--- src/rtl/mul_sequencer_pkg.sv ---
// Shared types and constants for the sequential shift-and-add multiplier.
package mul_sequencer_pkg;

  // Default operand/result width.
  localparam int unsigned MulN = 64;

  // Iteration counter width: it must be able to hold the value N.
  localparam int unsigned MulCntW = $clog2(MulN + 1);

  typedef enum logic [1:0] {
    StIdle,
    StRun,
    StDone
  } mul_state_e;

endpackage

--- src/rtl/mul_sequencer_adder.sv ---
// Plain N-bit adder used for the accumulate step. The carry-out is dropped,
// so the sum wraps modulo 2^N.
module mul_sequencer_adder
  import mul_sequencer_pkg::*;
#(
  parameter int unsigned N = MulN
) (
  input  logic [N-1:0] a,
  input  logic [N-1:0] b,
  output logic [N-1:0] sum
);

  assign sum = a + b;

endmodule

--- src/rtl/mul_sequencer.sv ---
// Multi-cycle MUL unit for the execute stage. It stalls the front of the
// pipeline while it runs N shift-and-add iterations, then pulses done_E for
// one cycle with the low N bits of the product.
module mul_sequencer
  import mul_sequencer_pkg::*;
#(
  parameter int unsigned N = MulN
) (
  input  logic         clk,
  input  logic         reset,
  input  logic         start_E,
  input  logic         flush_E,
  input  logic [N-1:0] opA_E,
  input  logic [N-1:0] opB_E,
  output logic         stall_E,
  output logic         busy,
  output logic         done_E,
  output logic [N-1:0] product_E
);

  localparam int unsigned CntW = $clog2(N + 1);

  mul_state_e      state_q;
  logic [N-1:0]    mcand_q;
  logic [N-1:0]    mplier_q;
  logic [N-1:0]    acc_q;
  logic [N-1:0]    product_q;
  logic [N-1:0]    prev_q;     // product before the latest load, restored on a DONE flush
  logic [CntW-1:0] cnt_q;

  logic [N-1:0]    addend;
  logic [N-1:0]    acc_sum;
  logic            launch;
  logic            last_iter;
  logic            drop_done;

  // A flush in the same cycle as start_E squashes the MUL, so no launch.
  assign launch    = (state_q == StIdle) && start_E && !flush_E;
  assign last_iter = (cnt_q == CntW'(N - 1));
  assign drop_done = (state_q == StDone) && flush_E;
  assign addend    = mplier_q[0] ? mcand_q : '0;

  mul_sequencer_adder #(
    .N (N)
  ) u_adder (
    .a   (acc_q),
    .b   (addend),
    .sum (acc_sum)
  );

  // Pipeline handshake; all forced low while reset is asserted.
  assign stall_E   = !reset && (launch || (state_q == StRun));
  assign busy      = !reset && (state_q != StIdle);
  assign done_E    = !reset && (state_q == StDone) && !flush_E;
  assign product_E = drop_done ? prev_q : product_q;

  // FSM, iteration counter and shift/accumulate datapath.
  always_ff @(posedge clk or posedge reset) begin
    if (reset) begin
      state_q   <= StIdle;
      mcand_q   <= '0;
      mplier_q  <= '0;
      acc_q     <= '0;
      product_q <= '0;
      prev_q    <= '0;
      cnt_q     <= '0;
    end else begin
      unique case (state_q)
        StIdle: begin
          if (launch) begin
            mcand_q  <= opA_E;
            mplier_q <= opB_E;
            acc_q    <= '0;
            cnt_q    <= '0;
            state_q  <= StRun;
          end
        end
        StRun: begin
          if (flush_E) begin
            state_q <= StIdle;
          end else begin
            acc_q    <= acc_sum;
            mcand_q  <= mcand_q << 1;
            mplier_q <= mplier_q >> 1;
            cnt_q    <= cnt_q + 1'b1;
            if (last_iter) begin
              prev_q    <= product_q;
              product_q <= acc_sum;
              state_q   <= StDone;
            end
          end
        end
        StDone: begin
          if (flush_E) begin
            product_q <= prev_q;
          end
          state_q <= StIdle;
        end
        default: state_q <= StIdle;
      endcase
    end
  end

endmodule

--- config.mk ---
export PLATFORM = sky130hd
export DESIGN_NAME = mul_sequencer
export DESIGN_NICKNAME = d
export VERILOG_FILES = /design/src/rtl/mul_sequencer_pkg.sv /design/src/rtl/mul_sequencer_adder.sv /design/src/rtl/mul_sequencer.sv
export SDC_FILE = /design/constraint.sdc
export NUM_CORES = 1
export LEC_CHECK = 0
export CAP_MARGIN = 25
export CORE_MARGIN = 3
export CORE_UTILIZATION = 25
export CTS_BUF_LIST = sky130_fd_sc_hd__clkbuf_4 sky130_fd_sc_hd__clkbuf_8
export DETAILED_ROUTE_END_ITERATION = 8
export PLACE_DENSITY = 0.45
export SETUP_SLACK_MARGIN = 0.1
export SYNTH_ARGS = -nofsm -noshare
export SYNTH_HDL_FRONTEND = slang
export SYNTH_SLANG_ARGS = --single-unit
--- constraint.sdc ---
create_clock -name clk -period 12.8 [get_ports clk]
set_input_delay 3.84 -clock clk [delete_from_list [all_inputs] [get_ports clk]]
set_output_delay 3.84 -clock clk [all_outputs]
set_load 0.05 [all_outputs]
Word-level counts from Yosys, hierarchy flattened
Index checks and enable logic that the tools add are counted.
- bitwise gates (word level): 1
- add/subtract/negate cells: 2
- reductions and logical operators: 18
- equal/unequal tests: 8
- mux-type cells: 22
- operators by type and width (operator ; number):
    2-to-1 mux 64 bit ; 11
    case mux 64 bit (2 select lines) ; 4
    adder 64 bit ; 1
    2-to-1 mux 7 bit ; 2
    case mux 7 bit (2 select lines) ; 1
    inequality test 2 bit, second input constant ; 4
    adder 7 x 1 -> 7 bit, second input constant ; 1
    equality test 7 x 6 -> 1 bit, second input constant ; 1
    logical AND 1 bit ; 7
    2-to-1 mux 2 bit ; 3
    AND reduction 3 bit ; 2
    nonzero test 2 bit ; 3
    case mux 2 bit (2 select lines) ; 1
    AND reduction 4 bit ; 1
    inequality test 3 bit, second input constant ; 1
    equality test 2 x 1 -> 1 bit, second input constant ; 1
    equality test 2 bit, second input constant ; 1
    zero test 1 bit ; 2
    zero test 2 bit ; 1
    AND reduction 2 bit ; 1
    logical OR 1 bit ; 1
    inverter 1 bit ; 1
- input port bits: 132
- register bits: 329

Depth between registers and ports, before layout
- depth after elaboration: 5
- gate-level depth with buffers: 16

By module
From an unflattened synthesis, not the netlist that was laid out.
- cell total of the unflattened synthesis: 2169
- area, all modules: 19602.6 sq um
- modules (own cells, without submodules) (module ; sequential area each (sq um) ; times used ; area each (sq um) ; cells each):
    mul_sequencer ; 8232.9 ; 1 ; 15765.1 ; 1605
    mul_sequencer_adder ; 0.0 ; 1 ; 3837.4 ; 564

Worst setup path before layout
OpenSTA, ideal clock, no wires.
- path type: input port to output port
- from: input flush_E
- to: output product_E[50]
- cell stages on the path: 8
- arrival time: 6.222 ns
- path buffers: 3
- setup slack: 2.738 ns
- cells stage by stage: or2_2 clkbuf_1 or3_1 clkbuf_1 inv_2 nor2_1 clkbuf_1 o21ai_0
- cells in the longest elaborated chain, start to end: 2
- RTL lines (what ; line ; source):
    start, declared ; mul_sequencer.sv:12 ; input logic flush_E,
    logical AND 1 bit ; mul_sequencer.sv:40 ; assign drop_done = (state_q == StDone) && flush_E;
    2-to-1 mux 64 bit ; mul_sequencer.sv:55 ; assign product_E = drop_done ? prev_q : product_q;
    end, declared ; mul_sequencer.sv:18 ; output logic [N-1:0] product_E
Every way passes these cells.

Worst setup path in the final report
Same ends and word-level chain as after synthesis.

==> results.json <==
{
  "cts_setup_buffers": 0,
  "io_pins": 199,
  "vias": 15700,
  "min_path_type": "reg2reg",
  "period_share_pct": 84.4,
  "p_switching_uw": 1310,
  "cts_sinks": 329,
  "power_uw": 3600,
  "setup_viol": 0,
  "first_pass_iters": 5,
  "path_common_cell": "clkdlybuf4s50_1",
  "syn_nets": 2351,
  "postPlaceCellArea_um2": 21300,
  "crit_path_start_kind": "primary input",
  "swShare_pct": 36.4,
  "path_delay_family": "buffers and inverters",
  "grt_pass1_vias": 15800,
  "numCtsBuffers": 68,
  "final_area_um2": 22700,
  "synth.distinct_cells": 65,
  "layout.nets": 2500,
  "ir_worst_vdd_uv": 82.4,
  "drc": 0,
  "slowest_delay_ns": 0.83,
  "finalSetupTns_ns": 0,
  "syn_area_um2": 18400,
  "clockBufferDepth": 3,
  "cap_violations": 0,
  "cell_internal_pwr_uw": 2290,
  "yosys_warnings": 0,
  "place_hpwl_mm": 40.9,
  "p_per_area_nw_per_um2": 159,
  "groute.usage.overall_pct": 15.0,
  "ys_seq_area_share_pct": 44.7,
  "cts_resized": 0,
  "worst-path-max-fanout": 33,
  "dieWidth_um": 277,
  "synth_cells": 2154,
  "fin_util_pct": 31.4,
  "synth-seq-cells": 329,
  "die_y_um": 277,
  "synth_edf_count": 0,
  "critPathRequiredTime_ns": 8.96,
  "tritoncts": "done",
  "wl_mm": 58.5,
  "syn_avg_cell_area_um2": 8.55,
  "htree_levels": 3,
  "start_util_pct": 25.5,
  "status": "complete, no violations",
  "wl_per_cell_um": 17.7,
  "row_count": 98,
  "overflow": 0,
  "crit_buf_inv": 4,
  "grt_pass1_wl_mm": 92.0,
  "layout_min_cycle_time_ns": 10.81,
  "drive_gt1_share_pct": 6.88,
  "dieArea_um2": 76900,
  "area_growth_pct": 23.2,
  "grt_max_degree": 185,
  "r2r_cells": 16,
  "max_freq_ghz": 0.0925,
  "drt_iter0_drc": 939,
  "path_class": "in2out",
  "root_buffer": "clkbuf_8",
  "antenna_found_initial": 19,
  "hold_buffers": 0,
  "clkPwrFrac_pct": 31.9,
  "worstPathCellList": "clkdlybuf4s50_1, or2_2, or3_2, inv_2, nor2_2, buf_4, o21ai_0, clkdlybuf4s50_1",
  "worstSetupEndpointType": "output port",
  "antenna_left": 0,
  "synthFlopType": "dfrtp_1",
  "place.gp.congestion": 0.852,
  "via_per_inst": 4.75,
  "worst-slew-pin-transition_ns": 0.943,
  "slowest_stage": "clkdlybuf4s50_1",
  "finalHoldViolations": 0,
  "coreArea_um2": 72200,
  "p_leak_uw": 0.0109,
  "io_buffers": 198,
  "min_delay_path_depth": 2,
  "slew_headroom_pct": 37.2,
  "clk_latency_ns": 0.63,
  "path_clk_slew_ns": 0.05,
  "comb_power_share_pct": 30.1,
  "pwr-share-seq_pct": 38.0,
  "clock_skew_ns": 0.0395,
  "rsz0062_at_grt": "false",
  "worst-path-stages": 8,
  "slew_viol_final": 0,
  "cp.arrival_ns": 6.97,
  "async_flop_share_pct": 100
}
-- cells by family (layout without fill, tap and decap cells) --
| kind of cell | count (synthesis) | in the layout | synth area share, % |
|---|---|---|---|
| AOI/OAI and AO/OA | 487 | 487 | 16.7 |
| xor gates and xnor gates | 66 | 66 | 3.14 |
| adders and majority gates | 65 | 65 | 4.46 |
| buffers and inverters | 168 | 355 | 3.45 |
| DFF | 329 | 329 | 44.7 |
| muxes | 125 | 125 | 6.80 |
| other | 0 | 7 | 0 |
| and+or+nand+nor | 914 | 914 | 20.7 |
-- cell type report --
class / count / area, µm²
Clock buffer: 95 / 1230
Tap cell: 950 / 1190
Multi-Input combinational cell: 1657 / 9590
Inverter: 26 / 101
Clock inverter: 13 / 130
Sequential cell: 329 / 8230
Fill cell: 7489 / 49500
Antenna cell: 7 / 17.5
Timing Repair Buffer: 221 / 2190
-- per-layer routing --
metal  part of all wire, %  GRT usage [%]  up-vias
met5                  0.24              0        -
met4                   2.0           4.51       22
met3                   7.7           4.95       88
met2                    41           21.8      399
met1                    49           21.1     7470
li1                      -              -     7671
-- flip-flops by register name, summed over array words and instances, names as in the netlist --
| signal | count |
|---|---|
| cnt_q | 7 |
| mcand_q | 64 |
| state_q | 2 |
| mplier_q | 64 |
| product_q | 64 |
| prev_q | 64 |
| acc_q | 64 |
-- cells in the mapped netlist, types with 24 or more instances --
master | n | area, µm²
a21o_1 | 24 | 180
a21oi_1 | 99 | 495
a22o_1 | 54 | 473
a31oi_1 | 45 | 282
and2_1 | 66 | 413
clkbuf_1 | 128 | 480
dfrtp_1 | 329 | 8230
ha_1 | 64 | 801
inv_1 | 25 | 93.8
mux2i_1 | 125 | 1250
nand2_1 | 667 | 2500
nand3_1 | 28 | 140
nor2_1 | 79 | 297
o21ai_0 | 187 | 936
xnor2_1 | 44 | 385
-- tightest hold or removal path: stages (launching register included) --
cell     delay [ns]
dfrtp_1        0.34
nand2_1        0.05
nand2_1        0.06
-- power groups by stage --
| stage | sequential, µW | combinational, µW | clock [µW] |
|---|---|---|---|
| after floorplan | 1330 | 763 | 0 |
| after global placement | 1380 | 1080 | 0 |
| after detailed placement | 1390 | 1090 | 0 |
| after CTS | 1370 | 1090 | 1210 |
| after global routing | 1400 | 1210 | 1250 |
| final | 1370 | 1090 | 1150 |
-- layout by cell type (no fill, tap or decap), types with 4 or more instances in the layout --
master and count:
a22o_1 54, and3_1 9, nand4_1 17, o21bai_1 16
a211oi_1 4, nor2b_1 5, inv_1 24, buf_4 20
clkbuf_8 82, clkbuf_4 13, clkdlybuf4s50_1 198, dfrtp_1 329
xnor2_1 44, nor3_1 11, diode_2 7, ha_1 64
nand2_1 665, mux2i_1 125, nand2b_1 7, o21a_1 6
clkinv_2 7, o21ai_0 187, a21oi_1 99, nor2_1 76
or3_1 7, a31oi_1 45, nand3_1 28, xor2_1 22
and4_1 5, a21o_1 24, o211ai_1 9, and2_1 65
-- final timing paths --
kind                                           endpoint               startpoint  slack [ns]
worst max-delay path                      product_E[50]                  flush_E        1.99
worst min-delay path             prev_q[35]$_DFFE_PP0P_   prev_q[35]$_DFFE_PP0P_        0.48
worst max register to register    acc_q[60]$_DFFE_PP0P_  mplier_q[0]$_DFFE_PP0P_        7.64
worst min register to register   prev_q[35]$_DFFE_PP0P_   prev_q[35]$_DFFE_PP0P_        0.48
max in group asynchronous         prev_q[4]$_DFFE_PP0P_                    reset        7.05
min in group asynchronous       mcand_q[38]$_DFFE_PP0P_                    reset        3.63
-- metrics by stage --
stage          hold WS, ns  worst slack [ns]  std cells
2_1_floorplan        0.446              2.74       2154
3_3_place_gp         0.458              2.04       3181
3_5_place_dp         0.462              2.00       3181
4_1_cts              0.475              2.01       3289
5_1_grt              0.503              1.87       3293
6_report             0.476              1.99       3298
Note: power is estimated with default switching activity, not from simulation.
